`src/rtl/mul_seq_if.sv`:
```
// mul_seq_if: request/result bundle between a multiply requester and mul_seq
interface mul_seq_if #(
    parameter int W = 4
);
    logic           start;
    logic           sgn;
    logic [W-1:0]   a;
    logic [W-1:0]   b;
    logic           busy;
    logic           done;
    logic [2*W-1:0] p;
    modport master(output start, sgn, a, b, input busy, done, p);
    modport slave(input start, sgn, a, b, output busy, done, p);
endinterface

```
`src/rtl/mul_seq.sv`:
```
// mul_seq: radix-2 sequential shift-add multiplier, unsigned or two's-complement signed
module mul_seq #(
    parameter int W = 4
) (
    input logic      ck,
    input logic      rst_n,
    mul_seq_if.slave bus
);
    typedef enum logic [1:0] {IDLE, RUN, DONE} state_t;
    localparam int CW = $clog2(W + 1);
    state_t         state;
    logic [2*W-1:0] acc, mc, p_r, sum;
    logic [W:0]     mp, mag_a, mag_b;
    logic [CW-1:0]  cnt;
    logic           neg, busy_r, done_r;
    // W+1-bit magnitudes so the most negative operand needs no special case
    always_comb begin
        mag_a = (bus.sgn && bus.a[W-1]) ? (W+1)'(0) - {1'b1, bus.a} : {1'b0, bus.a};
        mag_b = (bus.sgn && bus.b[W-1]) ? (W+1)'(0) - {1'b1, bus.b} : {1'b0, bus.b};
        sum   = acc + (mp[0] ? mc : '0);
    end
    always_ff @(posedge ck or negedge rst_n) begin
        if (!rst_n) begin
            state  <= IDLE;
            acc    <= '0;
            mc     <= '0;
            mp     <= '0;
            cnt    <= '0;
            neg    <= 1'b0;
            busy_r <= 1'b0;
            done_r <= 1'b0;
            p_r    <= '0;
        end else begin
            case (state)
                IDLE: if (bus.start) begin
                    acc    <= '0;
                    mc     <= (2*W)'(mag_a);
                    mp     <= mag_b;
                    cnt    <= CW'(W);
                    neg    <= bus.sgn & (bus.a[W-1] ^ bus.b[W-1]);
                    busy_r <= 1'b1;
                    state  <= RUN;
                end
                RUN: begin
                    acc <= sum;
                    mc  <= mc << 1;
                    mp  <= mp >> 1;
                    cnt <= cnt - CW'(1);
                    // last step: publish the completed sum directly
                    if (cnt == CW'(1)) begin
                        p_r    <= neg ? -sum : sum;
                        busy_r <= 1'b0;
                        done_r <= 1'b1;
                        state  <= DONE;
                    end
                end
                DONE: begin
                    done_r <= 1'b0;
                    state  <= IDLE;
                end
                default: state <= IDLE;
            endcase
        end
    end
    assign bus.busy = busy_r;
    assign bus.done = done_r;
    assign bus.p    = p_r;
endmodule
```
`src/flat_wrapper.sv`:
```
// flat-port wrapper written by rule: the top's interface ports become plain ports
module mul_seq_flat 
#(
    parameter int W = 4
)
  (ck, rst_n, bus_start, bus_sgn, bus_a, bus_b, bus_busy, bus_done, bus_p);
  mul_seq_if #(.W(W)) bus_i ();
  input logic ck;
  input logic rst_n;
  input wire logic [$bits(bus_i.start)-1:0] bus_start;
  input wire logic [$bits(bus_i.sgn)-1:0] bus_sgn;
  input wire logic [$bits(bus_i.a)-1:0] bus_a;
  input wire logic [$bits(bus_i.b)-1:0] bus_b;
  output wire logic [$bits(bus_i.busy)-1:0] bus_busy;
  output wire logic [$bits(bus_i.done)-1:0] bus_done;
  output wire logic [$bits(bus_i.p)-1:0] bus_p;
  assign bus_i.start = bus_start;
  assign bus_i.sgn = bus_sgn;
  assign bus_i.a = bus_a;
  assign bus_i.b = bus_b;
  assign bus_busy = bus_i.busy;
  assign bus_done = bus_i.done;
  assign bus_p = bus_i.p;
  mul_seq #(.W(W)) u_core (.ck(ck), .rst_n(rst_n), .bus(bus_i));
endmodule
```
`config.mk`:
```
export PLATFORM = sky130hd
export DESIGN_NAME = mul_seq_flat
export DESIGN_NICKNAME = d
export VERILOG_FILES = /design/src/rtl/mul_seq_if.sv /design/src/rtl/mul_seq.sv /design/src/flat_wrapper.sv
export SDC_FILE = /design/constraint.sdc
export NUM_CORES = 1
export LEC_CHECK = 0
export BUFFER_PORTS_ARGS = -buffer_cell sky130_fd_sc_hd__buf_4
export CAP_MARGIN = 20
export CORE_MARGIN = 4
export CORE_UTILIZATION = 25
export DETAILED_ROUTE_END_ITERATION = 12
export SYNTH_ARGS = -nofsm -noshare
export SYNTH_HDL_FRONTEND = slang
export SYNTH_SLANG_ARGS = --single-unit
```
`constraint.sdc`:
```
create_clock -name ck -period 2.53 [get_ports ck]
set_input_delay 0.506 -clock ck [delete_from_list [all_inputs] [get_ports ck]]
set_output_delay 0.506 -clock ck [all_outputs]
set_load 0.05 [all_outputs]
```
==> results_tabular.tex, run 1 <==
\begin{tabular}{lr}
\hline
Metric & Value \\
\hline
\multicolumn{2}{l}{\textbf{Timing}} \\
Max\_slew headroom & 0.622 \\
Time the worst path needs with I/O delays and setup & 2.51 ns \\
Fin. Hold Viols & 0 \\
Timing-limited maximum frequency & 0.399 GHz \\
RSZ-0062 raised after global routing & yes \\
Number of pins with negative max-slew slack in the final report & 0 \\
Setup TNS Final & 0 ns \\
Ratio of final minimum period to clock period & 0.991 \\
Worst clock skew & 0.00347 ns \\
Total of endpoints with negative setup slack in the final report & 0 \\
Slew at the pin with the worst max-slew slack & 0.566 ns \\
\multicolumn{2}{l}{\textbf{Clock network}} \\
Clock H-tree levels & 2 \\
Number of buffers on the longest clock path & 2 \\
Total CTS buffers & 5 \\
Count of hold buffers inserted by post-cts repair & 0 \\
Total clock sinks & 37 \\
TritonCTS clock tree & built \\
Clock latency at the later pin of the worst-skew pair & 0.29 ns \\
Clock slew at reported path FFs & 0.07 ns \\
Clock tree root buffer cell & sky130\_fd\_sc\_hd\_\_clkbuf\_8 \\
\multicolumn{2}{l}{\textbf{Logic synthesis}} \\
Async set-or-reset flop fraction in the synthesized netlist & 1.00 \\
FF+latch count, synth & 37 \\
Number of enable flip-flop cells after synthesis & 0 \\
Yosys cell types & 39 \\
Cell taking the most area after synthesis & sky130\_fd\_sc\_hd\_\_dfrtp\_1 \\
Synth top area share & 0.452 \\
Number of standard cells after synthesis & 213 \\
Post-synthesis net count & 238 \\
Area of the mapped netlist & around 2000 sq um \\
Synth warn & 0 \\
Average footprint of a synthesized cell & 9.61 sq um \\
Sequential-to-total area share from yosys stat & 0.452 \\
Cell types with the largest area share after synthesis & sky130\_fd\_sc\_hd\_\_dfrtp\_1 (45\%), sky130\_fd\_sc\_hd\_\_ha\_1 (7.3\%), sky130\_fd\_sc\_hd\_\_nand2\_1 (5.5\%), sky130\_fd\_sc\_hd\_\_o21ai\_0 (5.4\%), sky130\_fd\_sc\_hd\_\_a22o\_1 (3.4\%) \\
Synth Flop Type & sky130\_fd\_sc\_hd\_\_dfrtp\_1 \\
\multicolumn{2}{l}{\textbf{Critical path}} \\
Count of cells along the worst register-to-register path & 10 \\
Crit end category & flop \\
Data required time at the worst endpoint & approximately 2.7 ns \\
Critical path depth & 10 \\
Cells traversed along the worst timing path & and2\_4 -> ha\_4 -> fa\_2 -> buf\_6 -> a211o\_1 -> a2111oi\_1 -> nand3b\_1 -> o41ai\_2 -> xnor2\_1 -> o21ai\_1 \\
Total buffers and inverters traversed by the critical path & 1 \\
Maximum single-stage delay on the critical path & 0.38 ns \\
Type of element launching the critical path & flop \\
Data arrival time of the critical path & 2.67 ns \\
Crit Path Category & flop to flop \\
Maximum net fanout on the critical path & 3 \\
CP max stage cell & sky130\_fd\_sc\_hd\_\_dfrtp\_1 \\
CP top delay family & compound AO/OA/AOI/OAI gates \\
\multicolumn{2}{l}{\textbf{Die}} \\
Area of the die & 9700 sq um \\
Area of the placeable core & 7850 sq um \\
Horizontal extent of the die & 98.5 um \\
Rows & 32 \\
Io pins & 22 \\
Die Span Y & around 98 um \\
Initial core utilization & 0.261 \\
\multicolumn{2}{l}{\textbf{Final layout}} \\
Diodes inserted & 0 \\
Total area of sequential cells & 926 sq um \\
Final-layout fill cell count & approximately 830 \\
Area taken by multi-input logic gates & 1090 sq um \\
End-of-flow core utilization & 0.327 \\
Area Overhead vs Synth & 25.3\% \\
Fraction of final layout cells with drive strength greater than 1 & 0.211 \\
Layout net count & 271 \\
Final Cell Area & 2560 sq um \\
\multicolumn{2}{l}{\textbf{Pwr}} \\
VDD IR-drop max & about 0.50 mV \\
Psw & 0.00133 W \\
Combinational share of power & 0.513 \\
PnR Total Power & 0.00314 W \\
Share of power burned in registers & 0.318 \\
Leak pwr & 1.23 nW \\
Pwr dens & 1220 nW/um\^{}2 \\
Clk pwr share & 0.169 \\
Internal power summed over all cells & 0.00182 W \\
Net switching share of the total power & 0.422 \\
\multicolumn{2}{l}{\textbf{GRT}} \\
Global-route wire length before repair & 8100 um \\
Maximum number of pins on one net before global-route repair & 38 \\
Vias in the first global route & 1775 \\
GRT Overall Usage & 0.102 \\
Initial antenna violation count & 0 \\
Total grt overflow & 0 \\
\multicolumn{2}{l}{\textbf{Place}} \\
Hpwl dp & roughly 3300 um \\
Buffers added on ports & 21 \\
Post-Place Cell Area & 2360 sq um \\
Gpl congestion & 0.777 \\
\multicolumn{2}{l}{\textbf{Status}} \\
Outcome & finished clean \\
\multicolumn{2}{l}{\textbf{Routing}} \\
Drt drc & 0 \\
Routed WL & around 4600 um \\
Routed length per placed instance & 13.2 um \\
DRC violation total after the first TritonRoute iteration & 38 \\
Vias after detailed routing & about 1600 \\
Drt first pass iters & 4 \\
Post-route antenna net violation count & 0 \\
Detail-routed via count per cell & 4.68 \\
\multicolumn{2}{l}{\textbf{Flow run}} \\
Total of max-cap violations & 0 \\
\multicolumn{2}{l}{\textbf{Min path}} \\
Worst hold-check path type & input pin to async pin \\
\hline
\end{tabular}
[placed cells by master (no fill, tap or decap), types with 2 or more instances in the layout]
master,n
sky130_fd_sc_hd__a21oi_1,7
sky130_fd_sc_hd__o21ai_0,20
sky130_fd_sc_hd__nor2_1,7
sky130_fd_sc_hd__inv_1,15
sky130_fd_sc_hd__o22ai_1,5
sky130_fd_sc_hd__nor2b_1,3
sky130_fd_sc_hd__a22o_1,8
sky130_fd_sc_hd__buf_4,31
sky130_fd_sc_hd__o21ai_1,3
sky130_fd_sc_hd__a22oi_1,3
sky130_fd_sc_hd__xor2_1,7
sky130_fd_sc_hd__o31ai_1,2
sky130_fd_sc_hd__and2_1,8
sky130_fd_sc_hd__ha_1,11
sky130_fd_sc_hd__a31oi_1,2
sky130_fd_sc_hd__nand2_1,30
sky130_fd_sc_hd__nand3_1,5
sky130_fd_sc_hd__clkbuf_8,6
sky130_fd_sc_hd__xnor2_1,5
sky130_fd_sc_hd__xnor2_2,2
sky130_fd_sc_hd__o41ai_2,2
sky130_fd_sc_hd__dfrtp_1,37
sky130_fd_sc_hd__a21o_1,3
[registers in the layout, summed over array words and instances, names as in the netlist]
| signal | flops |
|---|---|
| u_core.acc | 8 |
| u_core.bus.busy | 1 |
| u_core.bus.done | 1 |
| u_core.bus.p | 8 |
| u_core.cnt | 3 |
| u_core.mc | 8 |
| u_core.mp | 5 |
| u_core.neg | 1 |
| u_core.state | 2 |
[what timing repair did]
item                                    CTS  global route
resized for setup                         1            12
endpoints found under the setup margin    3             3
endpoints found under the hold margin     0             0
pin swaps                                 0             5
buffers inserted                          0             4
[Yosys cell counts, types with 6 or more instances]
library cell,count
sky130_fd_sc_hd__dfrtp_1,37
sky130_fd_sc_hd__nand2_1,30
sky130_fd_sc_hd__o21ai_0,22
sky130_fd_sc_hd__inv_1,15
sky130_fd_sc_hd__ha_1,12
sky130_fd_sc_hd__and2_1,9
sky130_fd_sc_hd__a22o_1,8
sky130_fd_sc_hd__a21oi_1,7
sky130_fd_sc_hd__nor2_1,7
sky130_fd_sc_hd__xnor2_1,7
sky130_fd_sc_hd__xor2_1,7
sky130_fd_sc_hd__clkbuf_1,6
[worst paths after layout]
| path | slack, ns | to | start |
|---|---|---|---|
| setup / recovery | 0.02 | u_core.bus.p[7] | u_core.mc[0] |
| hold / removal | 0.17 | u_core.bus.p[4] | rst_n |
| setup reg to reg | 0.02 | u_core.bus.p[7] | u_core.mc[0] |
| hold reg to reg | 0.49 | u_core.bus.busy | u_core.bus.busy |
| max in group asynchronous | 2.04 | u_core.bus.busy | rst_n |
| min in group ck | 0.45 | u_core.mp[3] | bus_b[3] |
[routing by layer]
layer,routed length (um),global-route usage,up-vias
li1,-,-,822
met1,2110,0.124,779
met2,2220,0.173,25
met3,177,0.0269,8
met4,87,0.0441,0
met5,0,0,-
[cell families after synthesis]
| group | share of synthesized area |
|---|---|
| simple gates | 0.140 |
| mux | 0.00489 |
| flops | 0.452 |
| buf+inv | 0.0385 |
| compound gates | 0.221 |
| fa+ha+maj | 0.0831 |
| xor+xnor | 0.0599 |
[power groups by stage]
stage / sequential (W) / clock, W / combinational [W]
2_1_floorplan: 0.00117 / 0 / 0.000902
3_3_place_gp: 0.00100 / 0 / 0.00148
3_5_place_dp: 0.00101 / 0 / 0.00151
4_1_cts: 0.000997 / 0.000550 / 0.00153
5_1_grt: 0.00103 / 0.000586 / 0.00179
6_report: 0.000999 / 0.000532 / 0.00161
[metrics by stage]
| step | worst slack [ns] | hold slack [ns] | std cells |
|---|---|---|---|
| floorplan | 0.0264 | 0.210 | 213 |
| finish | 0.0233 | 0.166 | 349 |
| global route | -0.0773 | 0.203 | 349 |
| global placement | 0.00560 | 0.466 | 337 |
| CTS | 0.00489 | 0.178 | 345 |
| detailed placement | -0.0238 | 0.467 | 337 |
[cell type report]
type | instances | area share
multi-input combinational | 155 | 0.427
tap | 102 | 0.0498
clock buffer | 7 | 0.0337
inverter | 15 | 0.0220
timing repair buffer | 32 | 0.0951
clock inverter | 1 | 0.0117
sequential | 37 | 0.361
[worst register-to-register path, cell delays in order (launching register included)]
cell and delay [ns]:
sky130_fd_sc_hd__dfrtp_1 0.38, sky130_fd_sc_hd__and2_4 0.16, sky130_fd_sc_hd__ha_4 0.16, sky130_fd_sc_hd__fa_2 0.37, sky130_fd_sc_hd__buf_6 0.12, sky130_fd_sc_hd__a211o_1 0.29
sky130_fd_sc_hd__a2111oi_1 0.34, sky130_fd_sc_hd__nand3b_1 0.24, sky130_fd_sc_hd__o41ai_2 0.09, sky130_fd_sc_hd__xnor2_1 0.15, sky130_fd_sc_hd__o21ai_1 0.07
Power figures use the tool's default switching activity.
==> run 2, diff against run 1 <==
--- a/config.mk
+++ b/config.mk
@@ -10,6 +10,7 @@
 export CORE_MARGIN = 4
 export CORE_UTILIZATION = 25
 export DETAILED_ROUTE_END_ITERATION = 12
+export PLACE_DENSITY_LB_ADDON = 0.2
 export SYNTH_ARGS = -nofsm -noshare
 export SYNTH_HDL_FRONTEND = slang
 export SYNTH_SLANG_ARGS = --single-unit
==> results_tabular.tex, run 2 (same netlist as run 1, synthesis figures left out) <==
\begin{tabular}{lr}
\hline
Metric & Value \\
\hline
\multicolumn{2}{l}{\textbf{Pwr}} \\
Leak pwr & 1.24 nW (was 1.23 nW) \\
Psw & 0.00135 W (was 0.00133 W) \\
Clk pwr share & 0.170 (was 0.169) \\
Internal power summed over all cells & 0.00187 W (was 0.00182 W) \\
Share of power burned in registers & 0.312 (was 0.318) \\
Net switching share of the total power & 0.419 (was 0.422) \\
PnR Total Power & 0.00321 W (was 0.00314 W) \\
Combinational share of power & 0.518 (was 0.513) \\
VDD IR-drop max & 0.526 mV (was 0.503 mV) \\
Pwr dens & 1240 nW/um\^{}2 (was 1220 nW/um\^{}2) \\
\multicolumn{2}{l}{\textbf{Critical path}} \\
Maximum single-stage delay on the critical path & 0.38 ns (about the same) \\
CP top delay family & compound AO/OA/AOI/OAI gates (unchanged) \\
Cells traversed along the worst timing path & and2\_4 -> ha\_4 -> fa\_2 -> xor2\_1 -> or3\_4 -> o21bai\_4 -> o41ai\_2 -> xnor2\_1 -> o21ai\_1 (was and2\_4 -> ha\_4 -> fa\_2 -> buf\_6 -> a211o\_1 -> a2111oi\_1 -> nand3b\_1 -> o41ai\_2 -> xnor2\_1 -> o21ai\_1) \\
Crit Path Category & flop to flop (unchanged) \\
Data required time at the worst endpoint & 2.69 ns (about the same) \\
CP max stage cell & sky130\_fd\_sc\_hd\_\_dfrtp\_1 (unchanged) \\
Total buffers and inverters traversed by the critical path & 0 (was 1) \\
Maximum net fanout on the critical path & 2 (was 3) \\
Type of element launching the critical path & flop (unchanged) \\
Data arrival time of the critical path & 2.62 ns (was 2.67 ns) \\
Crit end category & flop (unchanged) \\
\multicolumn{2}{l}{\textbf{Min path}} \\
Worst hold-check path type & input pin to async pin (unchanged) \\
\multicolumn{2}{l}{\textbf{GRT}} \\
Global-route track usage on met1 & 0.134 (was 0.124) \\
Global-route wire length before repair & 8140 um (was 8100 um) \\
Vias in the first global route & 1668 (was 1775) \\
Initial antenna violation count & 0 (unchanged) \\
Met2 usage & 0.171 (was 0.173) \\
GRT Overall Usage & 0.104 (was 0.102) \\
GR Util met3 & 0.0241 (was 0.0269) \\
Maximum number of pins on one net before global-route repair & 38 (unchanged) \\
Total grt overflow & 0 (unchanged) \\
Most used routing layer in global routing & met2 (unchanged) \\
\multicolumn{2}{l}{\textbf{Clock network}} \\
Total CTS buffers & 5 (unchanged) \\
Number of buffers on the longest clock path & 2 (unchanged) \\
Clock slew at reported path FFs & 0.08 ns (was 0.07 ns) \\
Total clock sinks & 37 (unchanged) \\
Clock tree root buffer cell & sky130\_fd\_sc\_hd\_\_clkbuf\_8 (unchanged) \\
Clock H-tree levels & 2 (unchanged) \\
Clock latency at the later pin of the worst-skew pair & 0.29 ns (about the same) \\
Count of hold buffers inserted by post-cts repair & 0 (unchanged) \\
TritonCTS clock tree & built (unchanged) \\
\multicolumn{2}{l}{\textbf{Timing}} \\
Total of endpoints with negative setup slack in the final report & 0 (unchanged) \\
Time the worst path needs with I/O delays and setup & 2.46 ns (was 2.51 ns) \\
Worst clock skew & 0.00670 ns (was 0.00347 ns) \\
Worst hold slack & 0.160 ns (was 0.166 ns) \\
RSZ-0062 raised after global routing & yes (unchanged) \\
Max\_slew headroom & 0.634 (was 0.622) \\
Timing-limited maximum frequency & 0.407 GHz (was 0.399 GHz) \\
Number of pins with negative max-slew slack in the final report & 0 (unchanged) \\
Fin. Hold Viols & 0 (unchanged) \\
Ratio of final minimum period to clock period & 0.972 (was 0.991) \\
Slew at the pin with the worst max-slew slack & 0.547 ns (was 0.566 ns) \\
Worst setup margin & 0.0714 ns (was 0.0233 ns) \\
\multicolumn{2}{l}{\textbf{Flow run}} \\
Total of max-cap violations & 0 (unchanged) \\
\multicolumn{2}{l}{\textbf{Die}} \\
Initial core utilization & 0.261 (unchanged) \\
Rows & 32 (unchanged) \\
Area of the placeable core & 7850 sq um (unchanged) \\
Horizontal extent of the die & 98.5 um (unchanged) \\
Io pins & 22 (unchanged) \\
Die Span Y & 98.5 um (unchanged) \\
Area of the die & 9700 sq um (unchanged) \\
\multicolumn{2}{l}{\textbf{Final layout}} \\
Diodes inserted & 0 (unchanged) \\
Fraction of final layout cells with drive strength greater than 1 & 0.244 (was 0.211) \\
Final-layout fill cell count & 849 (was 833) \\
Area Overhead vs Synth & 27.0\% (was 25.3\%) \\
Most common cell after layout, fill and taps aside & sky130\_fd\_sc\_hd\_\_dfrtp\_1 (unchanged) \\
Non-filler cells, final & 352 (was 349) \\
Most frequent cells in the layout & sky130\_fd\_sc\_hd\_\_dfrtp\_1 (37), sky130\_fd\_sc\_hd\_\_buf\_4 (35), sky130\_fd\_sc\_hd\_\_nand2\_1 (29) (was sky130\_fd\_sc\_hd\_\_dfrtp\_1 (37), sky130\_fd\_sc\_hd\_\_buf\_4 (31), sky130\_fd\_sc\_hd\_\_nand2\_1 (30)) \\
Layout net count & 274 (was 271) \\
\multicolumn{2}{l}{\textbf{Place}} \\
Gpl congestion & 0.785 (was 0.777) \\
Buffers added on ports & 21 (unchanged) \\
DP Cell Count & 340 (was 337) \\
Post-placement worst setup slack & -0.0174 ns (was -0.0238 ns) \\
Hpwl dp & 3380 um (was 3280 um) \\
\multicolumn{2}{l}{\textbf{Routing}} \\
Post-route antenna net violation count & 0 (unchanged) \\
Routed WL & 4610 um (was 4590 um) \\
Routed length per placed instance & 13.1 um (was 13.2 um) \\
Vias after detailed routing & 1618 (was 1634) \\
DRC violation total after the first TritonRoute iteration & 67 (was 38) \\
Detail-routed via count per cell & 4.60 (was 4.68) \\
Drt drc & 0 (unchanged) \\
Drt first pass iters & 4 (unchanged) \\
\multicolumn{2}{l}{\textbf{Status}} \\
Outcome & finished clean (unchanged) \\
\hline
\end{tabular}
## run 2: area by class of cell
| cell class | count | area (sq um) | share of cell area |
|---|---|---|---|
| clock buffer | 6 | 82.6 | 0.0318 |
| clock inverter | 2 | 37.5 | 0.0144 |
| inverter | 15 | 56.3 | 0.0217 |
| multi-input combinational | 155 | 1110 | 0.426 |
| sequential | 37 | 926 | 0.356 |
| tap | 102 | 128 | 0.0491 |
| timing repair buffer | 35 | 263 | 0.101 |
## run 2: worst paths after layout
kind                            startpoint              end  slack [ns]  cells after the start
max in group asynchronous            rst_n    u_core.acc[4]        2.02                      1
min reg2reg                u_core.bus.p[5]  u_core.bus.p[5]        0.48                      2
min                                  rst_n     u_core.mp[3]        0.16                      1
max reg2reg                   u_core.mc[0]  u_core.bus.p[7]        0.07                      9
max                           u_core.mc[0]  u_core.bus.p[7]        0.07                      9
min in group ck                   bus_b[3]     u_core.mp[3]        0.44                      3
## run 2: repair_timing
action	in CTS	in global routing
endpoints found under the setup margin	3	3
resized for setup	2	15
setup buffers	0	4
pin swaps	0	9
## run 2: power by group through the flow
| stage | clock, W | combinational (W) | sequential, W |
|---|---|---|---|
| final | 0.000547 | 0.00167 | 0.00100 |
| after global routing | 0.000587 | 0.00186 | 0.00104 |
| after CTS | 0.000566 | 0.00157 | 0.00100 |
| after detailed placement | 0 | 0.00155 | 0.00101 |
| after global placement | 0 | 0.00154 | 0.00101 |
| after floorplan | 0 | 0.000902 | 0.00117 |
## run 2: stage by stage
stage	utilization	setup TNS, ns	cell area [sq um]
3_5_place_dp	0.304	-0.0272	2380
3_3_place_gp	0.304	0	2380
5_1_grt	0.331	-0.150	2600
2_1_floorplan	-	0	2050
4_1_cts	0.320	0	2510
6_report	0.331	0	2600
## run 2: routing by layer
metal,routed length [um],share of wire
met1,2170,0.47
met2,2230,0.48
met3,147,0.032
met4,61,0.013
met5,0,0
==> run 3, diff against run 2 <==
--- a/config.mk
+++ b/config.mk
@@ -10,7 +10,7 @@
 export CORE_MARGIN = 4
 export CORE_UTILIZATION = 25
 export DETAILED_ROUTE_END_ITERATION = 12
-export PLACE_DENSITY_LB_ADDON = 0.2
+export PLACE_DENSITY_LB_ADDON = 0.05
 export SYNTH_ARGS = -nofsm -noshare
 export SYNTH_HDL_FRONTEND = slang
 export SYNTH_SLANG_ARGS = --single-unit
==> results_tabular.tex, run 3 (same netlist as run 1, synthesis figures left out) <==
\begin{tabular}{lr}
\hline
Metric & Value \\
\hline
\multicolumn{2}{l}{\textbf{Status}} \\
Outcome & finished clean (unchanged) \\
\multicolumn{2}{l}{\textbf{Clock network}} \\
Number of buffers on the longest clock path & 2 (unchanged) \\
Clock slew at reported path FFs & 0.09 ns (was 0.08 ns) \\
Total clock sinks & 37 (unchanged) \\
Clock latency at the later pin of the worst-skew pair & 0.30 ns (was 0.29 ns) \\
Clock H-tree levels & 2 (unchanged) \\
TritonCTS clock tree & built (unchanged) \\
Clock tree root buffer cell & sky130\_fd\_sc\_hd\_\_clkbuf\_8 (unchanged) \\
Count of hold buffers inserted by post-cts repair & 0 (unchanged) \\
Total CTS buffers & 5 (unchanged) \\
\multicolumn{2}{l}{\textbf{Final layout}} \\
Fraction of final layout cells with drive strength greater than 1 & 0.267 (was 0.244) \\
Non-filler cells, final & 360 (was 352) \\
Area Overhead vs Synth & 31.7\% (was 27.0\%) \\
Most common cell after layout, fill and taps aside & sky130\_fd\_sc\_hd\_\_buf\_4 (was sky130\_fd\_sc\_hd\_\_dfrtp\_1) \\
Diodes inserted & 0 (unchanged) \\
Final Cell Area & 2700 sq um (was 2600 sq um) \\
End-of-flow core utilization & 0.343 (was 0.331) \\
Most frequent cells in the layout & sky130\_fd\_sc\_hd\_\_buf\_4 (40), sky130\_fd\_sc\_hd\_\_dfrtp\_1 (37), sky130\_fd\_sc\_hd\_\_nand2\_1 (30) (was sky130\_fd\_sc\_hd\_\_dfrtp\_1 (37), sky130\_fd\_sc\_hd\_\_buf\_4 (35), sky130\_fd\_sc\_hd\_\_nand2\_1 (29)) \\
Layout net count & 282 (was 274) \\
\multicolumn{2}{l}{\textbf{Pwr}} \\
Clk pwr share & 0.132 (was 0.170) \\
Psw & 0.00142 W (was 0.00135 W) \\
Net switching share of the total power & 0.435 (was 0.419) \\
VDD IR-drop max & 0.435 mV (was 0.526 mV) \\
Combinational share of power & 0.560 (was 0.518) \\
Pwr dens & 1210 nW/um\^{}2 (was 1240 nW/um\^{}2) \\
Share of power burned in registers & 0.308 (was 0.312) \\
Leak pwr & 1.29 nW (was 1.24 nW) \\
Internal power summed over all cells & 0.00184 W (was 0.00187 W) \\
\multicolumn{2}{l}{\textbf{Timing}} \\
Worst hold slack & 0.172 ns (was 0.160 ns) \\
Max\_slew headroom & 0.572 (was 0.634) \\
RSZ-0062 raised after global routing & yes (unchanged) \\
Time the worst path needs with I/O delays and setup & 2.52 ns (was 2.46 ns) \\
Worst setup margin & 0.00913 ns (was 0.0714 ns) \\
Timing-limited maximum frequency & 0.397 GHz (was 0.407 GHz) \\
Total of endpoints with negative setup slack in the final report & 0 (unchanged) \\
Worst clock skew & 0.0108 ns (was 0.00670 ns) \\
Number of pins with negative max-slew slack in the final report & 0 (unchanged) \\
Slew at the pin with the worst max-slew slack & 0.638 ns (was 0.547 ns) \\
Fin. Hold Viols & 0 (unchanged) \\
Ratio of final minimum period to clock period & 0.996 (was 0.972) \\
\multicolumn{2}{l}{\textbf{Place}} \\
DP Cell Count & 343 (was 340) \\
Post-Place Cell Area & 2420 sq um (was 2380 sq um) \\
Post-placement worst setup slack & -0.0326 ns (was -0.0174 ns) \\
Hpwl dp & 3660 um (was 3380 um) \\
Buffers added on ports & 21 (unchanged) \\
Gpl congestion & 0.746 (was 0.785) \\
\multicolumn{2}{l}{\textbf{GRT}} \\
Total grt overflow & 0 (unchanged) \\
Global-route wire length before repair & 8840 um (was 8140 um) \\
Vias in the first global route & 1779 (was 1668) \\
GRT Overall Usage & 0.114 (was 0.104) \\
Maximum number of pins on one net before global-route repair & 38 (unchanged) \\
Initial antenna violation count & 0 (unchanged) \\
\multicolumn{2}{l}{\textbf{Routing}} \\
Drt drc & 0 (unchanged) \\
Drt first pass iters & 4 (unchanged) \\
Vias after detailed routing & 1653 (was 1618) \\
Post-Route M1 WL & 2290 um (was 2170 um) \\
Uppermost metal layer occupied by signal nets & met4 (unchanged) \\
Post-route antenna net violation count & 0 (unchanged) \\
Met2 WL post-DR & 2530 um (was 2230 um) \\
DRC violation total after the first TritonRoute iteration & 34 (was 67) \\
Met3 routed WL & 105 um (was 147 um) \\
Detail-routed via count per cell & 4.59 (was 4.60) \\
Routed length per placed instance & 13.9 um (was 13.1 um) \\
Routed WL & 5010 um (was 4610 um) \\
\multicolumn{2}{l}{\textbf{Die}} \\
Area of the die & 9700 sq um (unchanged) \\
Horizontal extent of the die & 98.5 um (unchanged) \\
Area of the placeable core & 7850 sq um (unchanged) \\
Initial core utilization & 0.261 (unchanged) \\
Io pins & 22 (unchanged) \\
Die Span Y & 98.5 um (unchanged) \\
Rows & 32 (unchanged) \\
\multicolumn{2}{l}{\textbf{Critical path}} \\
Maximum net fanout on the critical path & 5 (was 2) \\
Type of element launching the critical path & flop (unchanged) \\
Data arrival time of the critical path & 2.68 ns (was 2.62 ns) \\
Crit Path Category & flop to flop (unchanged) \\
Data required time at the worst endpoint & 2.69 ns (about the same) \\
Crit end category & flop (unchanged) \\
\multicolumn{2}{l}{\textbf{Flow run}} \\
Total of max-cap violations & 0 (unchanged) \\
\multicolumn{2}{l}{\textbf{Min path}} \\
Worst hold-check path type & input pin to async pin (unchanged) \\
\hline
\end{tabular}
[run 3: cell count changes in the layout (fill, tap and decap cells not counted), sizes merged]
cell      previous run  this run
clkinv               0         3
buf                 35        43
clkbuf               6         5
clkinvlp             1         0
bufinv               1         0
[run 3: power groups by stage]
stage | Sequential, W | Clock, W | Combinational, W
5_1_grt | 0.00104 | 0.000481 | 0.00204
6_report | 0.00101 | 0.000430 | 0.00183
3_5_place_dp | 0.00102 | 0 | 0.00164
4_1_cts | 0.00100 | 0.000457 | 0.00174
2_1_floorplan | 0.00117 | 0 | 0.000902
3_3_place_gp | 0.00101 | 0 | 0.00164
[run 3: stage by stage]
step,power (W),setup TNS [ns]
2_1_floorplan,0.00207,0
3_3_place_gp,0.00266,0
3_5_place_dp,0.00265,-0.0826
4_1_cts,0.00321,-0.0424
5_1_grt,0.00357,-0.337
6_report,0.00327,0
[run 3: final timing paths]
kind	startpoint	end	slack (ns)	depth (start not counted)
worst max-delay path	u_core.mp[0]	u_core.bus.p[6]	0.009	10
worst min-delay path	rst_n	u_core.bus.p[2]	0.17	1
worst max register to register	u_core.mp[0]	u_core.bus.p[6]	0.009	10
worst min register to register	u_core.bus.p[2]	u_core.bus.p[2]	0.49	2
max in group asynchronous	rst_n	u_core.mc[0]	2.02	1
min in group ck	bus_a[3]	u_core.mc[3]	0.45	3
[run 3: worst max-delay path, stage by stage (launching register included)]
cell and delay [ns]:
sky130_fd_sc_hd__dfrtp_1 0.40, sky130_fd_sc_hd__and2_4 0.15, sky130_fd_sc_hd__ha_4 0.16, sky130_fd_sc_hd__fa_2 0.37
sky130_fd_sc_hd__buf_6 0.12, sky130_fd_sc_hd__a211o_1 0.31, sky130_fd_sc_hd__o21ai_2 0.13, sky130_fd_sc_hd__xnor2_4 0.13
sky130_fd_sc_hd__o41ai_2 0.38, sky130_fd_sc_hd__xor2_1 0.18, sky130_fd_sc_hd__o21ai_1 0.07
[run 3: cell type report]
class	instances	area (sq um)
Fill cell	862	5150
Multi-Input combinational cell	155	1150
Sequential cell	37	926
Timing Repair Buffer	43	343
Tap cell	102	128
Clock buffer	5	68.8
Inverter	15	56.3
Clock inverter	3	22.5
[run 3: per-layer routing]
metal  vias up  GRT usage
met2        19      0.191
met1       789      0.144
met4         0     0.0441
met5         -          0
li1        837          -
met3         8     0.0234
[run 3: what timing repair did]
item,4_1_cts,5_1_grt
pin swaps,5,7
setup endpoints to repair,3,5
cloned,0,0
setup buffers,5,4
gates resized for setup,10,11
